===== config.mk =====
export PLATFORM = sky130hd
export DESIGN_NAME = pixel_coord_generator
export DESIGN_NICKNAME = d
export VERILOG_FILES = /design/src/rtl/pixel_coord_generator.sv
export SDC_FILE = /design/constraint.sdc
export NUM_CORES = 1
export LEC_CHECK = 0
export BUFFER_PORTS_ARGS = -buffer_cell sky130_fd_sc_hd__buf_2
export CORE_ASPECT_RATIO = 0.7
export CORE_MARGIN = 4
export CORE_UTILIZATION = 30
export DETAILED_ROUTE_END_ITERATION = 16
export GPL_TIMING_DRIVEN = 1
export PLACE_DENSITY = 0.57
export REMOVE_ABC_BUFFERS = 1
export SLEW_MARGIN = 15
export SYNTH_ARGS = -nofsm -noshare
export SYNTH_HDL_FRONTEND = slang
export SYNTH_SLANG_ARGS = --single-unit

===== constraint.sdc =====
create_clock -name clk -period 2.9 [get_ports clk]
set_clock_uncertainty 0.15 [all_clocks]
set_input_delay 0.87 -clock clk [delete_from_list [all_inputs] [get_ports clk]]
set_output_delay 0.87 -clock clk [all_outputs]
set_load 0.01 [all_outputs]

===== src/rtl/pixel_coord_generator.sv =====
// pixel_coord_generator: raster-order (x fastest) frame scan source with a valid/ready beat output.
// Optional macro PIXGEN_CONTINUOUS_EN adds a stop port and back-to-back frame looping.
`timescale 1ns/1ps

`ifndef SCREEN_WIDTH
`define SCREEN_WIDTH 640
`endif
`ifndef SCREEN_HEIGHT
`define SCREEN_HEIGHT 480
`endif

module pixel_coord_generator #(
    parameter int unsigned SCREEN_WIDTH  = `SCREEN_WIDTH,
    parameter int unsigned SCREEN_HEIGHT = `SCREEN_HEIGHT,
    parameter int unsigned COORD_W       = 16
) (
    input  logic               clk,
    input  logic               rst,
    input  logic               start,
    input  logic               coords_ready,
`ifdef PIXGEN_CONTINUOUS_EN
    input  logic               stop,
`endif
    output logic [COORD_W-1:0] screen_x,
    output logic [COORD_W-1:0] screen_y,
    output logic               coords_valid,
    output logic               sof,
    output logic               eol,
    output logic               eof,
    output logic               busy,
    output logic               frame_done
);

    localparam logic [COORD_W-1:0] X_LAST = COORD_W'(SCREEN_WIDTH - 1);
    localparam logic [COORD_W-1:0] Y_LAST = COORD_W'(SCREEN_HEIGHT - 1);
    localparam logic [COORD_W-1:0] ONE    = COORD_W'(1);

    typedef enum logic {
        IDLE,
        RUN
    } state_t;

    state_t             state_q, state_d;
    logic [COORD_W-1:0] x_q, x_d;
    logic [COORD_W-1:0] y_q, y_d;
    logic               frame_done_q, frame_done_d;
`ifdef PIXGEN_CONTINUOUS_EN
    logic               stop_pending_q, stop_pending_d;
`endif

    logic last_x;
    logic last_y;

    assign last_x = (x_q == X_LAST);
    assign last_y = (y_q == Y_LAST);

    always_ff @(posedge clk) begin
        if (!rst) begin
            state_q        <= IDLE;
            x_q            <= '0;
            y_q            <= '0;
            frame_done_q   <= 1'b0;
`ifdef PIXGEN_CONTINUOUS_EN
            stop_pending_q <= 1'b0;
`endif
        end else begin
            state_q        <= state_d;
            x_q            <= x_d;
            y_q            <= y_d;
            frame_done_q   <= frame_done_d;
`ifdef PIXGEN_CONTINUOUS_EN
            stop_pending_q <= stop_pending_d;
`endif
        end
    end

    always_comb begin
        state_d        = state_q;
        x_d            = x_q;
        y_d            = y_q;
        frame_done_d   = 1'b0;
`ifdef PIXGEN_CONTINUOUS_EN
        stop_pending_d = stop_pending_q;
`endif
        unique case (state_q)
            IDLE: begin
                if (start) begin
                    state_d = RUN;
                    x_d     = '0;
                    y_d     = '0;
                end
            end
            RUN: begin
`ifdef PIXGEN_CONTINUOUS_EN
                if (stop) stop_pending_d = 1'b1;
`endif
                if (coords_ready) begin
                    if (!last_x) begin
                        x_d = x_q + ONE;
                    end else if (!last_y) begin
                        x_d = '0;
                        y_d = y_q + ONE;
                    end else begin
                        // eof handshake: counters wrap so IDLE and the next frame both start at (0,0)
                        x_d          = '0;
                        y_d          = '0;
                        frame_done_d = 1'b1;
`ifdef PIXGEN_CONTINUOUS_EN
                        if (stop_pending_q || stop) begin
                            state_d        = IDLE;
                            stop_pending_d = 1'b0;
                        end
`else
                        state_d      = IDLE;
`endif
                    end
                end
            end
            default: state_d = IDLE;
        endcase
    end

    always_comb begin
        coords_valid = (state_q == RUN);
        busy         = (state_q == RUN);
        screen_x     = x_q;
        screen_y     = y_q;
        sof          = coords_valid && (x_q == '0) && (y_q == '0);
        eol          = coords_valid && last_x;
        eof          = coords_valid && last_x && last_y;
        frame_done   = frame_done_q;
    end

endmodule


=== Yosys cells after proc, flatten, opt, wreduce, memory -nomap -nowiden ===
Cells that the tools add are included.

* Register bits: 34
* Word-level logic and storage cells: 35
* Bits of input ports: 4
* Output and inout port bits: 38

* Muxes and demuxes: 14
* Add/sub/neg operators: 2
* Reduce and logical (&&, ||, !) cells: 9
* Equal/unequal tests: 5
* Bitwise operators: 1

{| class="wikitable"
|+ Operators with widths
! kind !! count
|-
| $mux W16 || 6
|-
| $pmux W16 S2 || 2
|-
| $add A16 B1 Y16 const B || 2
|-
| $logic_not A16 Y1 || 2
|-
| $eq A16 B10 Y1 const B || 1
|-
| $eq A16 B9 Y1 const B || 1
|-
| $mux W1 || 5
|-
| $logic_and A1 B1 Y1 || 4
|-
| $ne A2 B2 Y1 const B || 2
|-
| $reduce_and A4 Y1 || 1
|-
| $reduce_and A3 Y1 || 1
|-
| $ne A2 B1 Y1 const B || 1
|-
| $pmux W1 S2 || 1
|-
| $reduce_and A2 Y1 || 1
|-
| $not A1 Y1 || 1
|}

=== Logic depth before layout (Yosys ltp) ===
* Depth in word-level cells: 5
* Gate-level depth with buffers: 8
* Gate-level depth less buffers: 6

=== Least setup slack after synthesis ===
No wires, ideal clock.

* Kind: register to output
* From: register x_q[11] (netlist: screen_x[11])
* To: output eof
* Stages on the path, launching flop included: 4
* Buffers on the path: 0
* Slack: 0.240 ns
* Arrival: 1.640 ns
* Cell sequence: dfxtp_1 > or4_4 > nor4_4 > and3_2

* Word-level cells in the longest chain between the ends: 3

{| class="wikitable"
|+ Ends and longest elaborated chain
! what !! RTL line !! source
|-
| start: declaration || 44 || <nowiki>logic [COORD_W-1:0] x_q, x_d;</nowiki>
|-
| start signal: assignment || 60 || <nowiki>x_q <= '0;</nowiki>
|-
| start signal: assignment || 68 || <nowiki>x_q <= x_d;</nowiki>
|-
| $eq A16 B10 Y1 || 54 || <nowiki>assign last_x = (x_q == X_LAST);</nowiki>
|-
| $logic_and A1 B1 Y1 (2 in a row) || 130 || <nowiki>eof = coords_valid && last_x && last_y;</nowiki>
|-
| end: declaration || 29 || <nowiki>output logic eof,</nowiki>
|}

Every way passes these cells.

=== Worst setup path after layout ===
Same ends and word-level chain as after synthesis.

==> flow_metrics.tcl <==
set metrics [dict create \
    die-area_sq_um 7560 \
    clkSlewWorstSetupHoldPaths_ps 70 \
    relSlewSlack_pct 59.0 \
    drtIter0Drc 143 \
    ctsHoldBuffers 0 \
    coreArea_sq_um 5870 \
    power_uw 915 \
    synth-simple-area-share_pct 35.5 \
    worst_pin_slew_ps 610 \
    cp_num_buf_inv 1 \
    ir_drop_v 0.000175 \
    worst_slack_ps 45.3 \
    p_leak_nw 0.963 \
    cp-end-kind "output port" \
    cts_tree "built" \
    synth.area.top_cells "dfxtp_1 (37%), nand2_1 (4.6%), nor2_1 (4.6%), xnor2_1 (3.8%), nand4_1 (3.4%)" \
    antenna_found_initial 0 \
    final_area_sq_um 2350 \
    syn_area_sq_um 1860 \
    crit_chain "or4_4 -> nor4_4 -> and3_4 -> buf_6" \
    whs_ps 374 \
    cpLargestDelayFamily "simple AND/OR/NAND/NOR gates" \
    grt_overflow 0 \
    rsz0062_at_grt "true" \
    synth_flop_cell "dfxtp_1" \
    tns_ps 0 \
    synth_adder_area_share_pct 2.68 \
    htreeDepth 2 \
    drt-total-wl_microns 5530 \
    via_per_inst 5.14 \
    rows 23 \
    synth_compound_area_share_pct 13.8 \
    wl_per_cell_microns 15.4 \
    synth-seq-cells 34 \
    yosysWarnings 0 \
    hold_viol 0 \
    avgSynthCellArea_sq_um 8.14 \
    grt_pass1_wl_microns 8960 \
    yosys.area.top_type "dfxtp_1" \
    clockBufferDepth 2 \
    track_usage_pct 15.2 \
    portBuffers 41 \
    cap_violations 0 \
    num_antenna_cells 0 \
    grt_max_degree 16 \
    synth_edf_count 0 \
    clock_sinks 34 \
    crit_arrival_ps 1830 \
    fin_nets 291 \
    pre_cts_ws_ps 283 \
    critPathMaxStageDelay_ps 570 \
    slew_violations 0 \
    powerDensity_nw_per_um2 389 \
    placed_area_sq_um 2220 \
    finalSetupViolations 0 \
    synth_cells 229 \
    synth_top_family_by_area "simple AND/OR/NAND/NOR gates" \
    grt_pass1_vias 1630 \
    cts_root_buffer "clkbuf_8" \
    path_max_fanout 3 \
    period_minus_slack_ps 2850 \
    ys_seq_area_share_pct 36.5 \
    vias 1844 \
    ant_nets 0 \
    synth_cell_types 44 \
    worst_path_max_delay_cell "or4_4" \
    clk_latency_ps 280 \
    crit_type "flip-flop to output port" \
    synth_xor_area_share_pct 6.11 \
    outcome "complete, no violations" \
    dp_hpwl_microns 4190 \
    die_w_microns 102 \
    cts_made_buffers 5 \
    synth_top_area_share_pct 36.5 \
    gp_congestion 0.810 \
    fmax_mhz 350 \
    drive_gt1_share_pct 27.1 \
    ios 42 \
    hold_path_class "flip-flop to flip-flop" \
    cp.required_ps 1880 \
    drc 0 \
    worst_setup_path_start_kind "flip-flop" \
    first_pass_iters 4 \
    start_util_pct 31.8 \
    synthMuxAreaShare_pct 1.07 \
    area_growth_pct 26.0 \
    die_height_microns 74.0 \
    final.period_utilization_pct 98.4 \
    synthArstFlopShare_pct 0 \
]
area by class of cell:
| class | instances | area (sq um) |
|---|---|---|
| multi-input cells | 175 | 1110 |
| repair buffers | 57 | 332 |
| clock buffers | 6 | 82.6 |
| flip-flops and latches | 34 | 684 |
| fillers | 644 | 3520 |
| clock inverters | 2 | 12.5 |
| inverters | 10 | 37.5 |
| well taps | 75 | 93.8 |
flip-flops by register name, summed over array words and instances (netlist names):
signal and cells:
busy 1, frame_done 1, screen_x 16, screen_y 16
metal layers:
metal | vias to the layer above | GRT usage [%] | wire [microns]
met4 | 0 | 3.49 | 31
met5 | - | 0 | 0
met1 | 843 | 24.4 | 2890
met3 | 2 | 2.34 | 314
met2 | 47 | 21.0 | 2290
li1 | 952 | - | -
cell usage in the layout, fill, tap and decap left out, types with 4 or more instances in the layout:
cell and n:
buf_2 40, dfxtp_1 31, nand2_1 23, nor2_1 23
buf_4 16, nand4_1 10, nor4_1 10, a21oi_1 10
inv_1 9, nand3_1 9, and3_1 8, xnor2_1 8
o21ai_0 8, or3_1 7, nor3_1 6, o211ai_1 6
clkbuf_8 6, xor2_1 5, and2_1 4, o31ai_1 4
ha_1 4
kinds of logic (layout without fill, tap and decap cells):
group / Yosys count / in the layout
flops: 34 / 34
compound gates: 39 / 39
fa+ha+maj: 4 / 4
simple gates: 117 / 117
xor+xnor: 13 / 13
buf+inv: 20 / 75
mux: 2 / 2
worst paths after layout:
kind | from | endpoint | slack (ps) | cells after the start
max | screen_x[11]$_SDFFE_PN0P_ | eof | 50 | 4
min | screen_y[15]$_SDFFE_PN0P_ | screen_y[15]$_SDFFE_PN0P_ | 370 | 1
max reg2reg | screen_x[0]$_SDFFE_PN0P_ | screen_x[0]$_SDFFE_PN0P_ | 510 | 7
min reg2reg | screen_y[15]$_SDFFE_PN0P_ | screen_y[15]$_SDFFE_PN0P_ | 370 | 1
metrics by stage:
stage | utilization [%] | instances
2_1_floorplan | - | 219
3_3_place_gp | 37.8 | 348
3_5_place_dp | 37.8 | 348
4_1_cts | 39.9 | 359
5_1_grt | 40.0 | 359
6_report | 40.0 | 359
power breakdown:
part	switching, mW	internal, mW	leakage, nW
Clock	0.172	0.191	0.0472
Sequential	0.00268	0.470	0.276
Combinational	0.0523	0.0272	0.640
Total	0.227	0.688	0.963
cell usage after synthesis (2+ instances only):
| cell type | n |
|---|---|
| dfxtp_1 | 34 |
| nand2_1 | 23 |
| nor2_1 | 23 |
| a21oi_1 | 10 |
| nand4_1 | 10 |
| nor4_1 | 10 |
| inv_1 | 9 |
| nand3_1 | 9 |
| and3_1 | 8 |
| o21ai_0 | 8 |
| xnor2_1 | 8 |
| clkbuf_1 | 7 |
| or3_1 | 7 |
| nor3_1 | 6 |
| o211ai_1 | 6 |
| xor2_1 | 5 |
| and2_1 | 4 |
| and4_1 | 4 |
| ha_1 | 4 |
| o31ai_1 | 4 |
| o41ai_1 | 3 |
| buf_2 | 2 |
| mux2i_1 | 2 |
| o211a_1 | 2 |
| or4_4 | 2 |
timing repair:
action	4_1_cts	5_1_grt
buffers inserted	3	0
pin swaps	4	0
gates resized for setup	3	3
setup endpoints to repair	2	3
(Power assumes the default switching activity.)
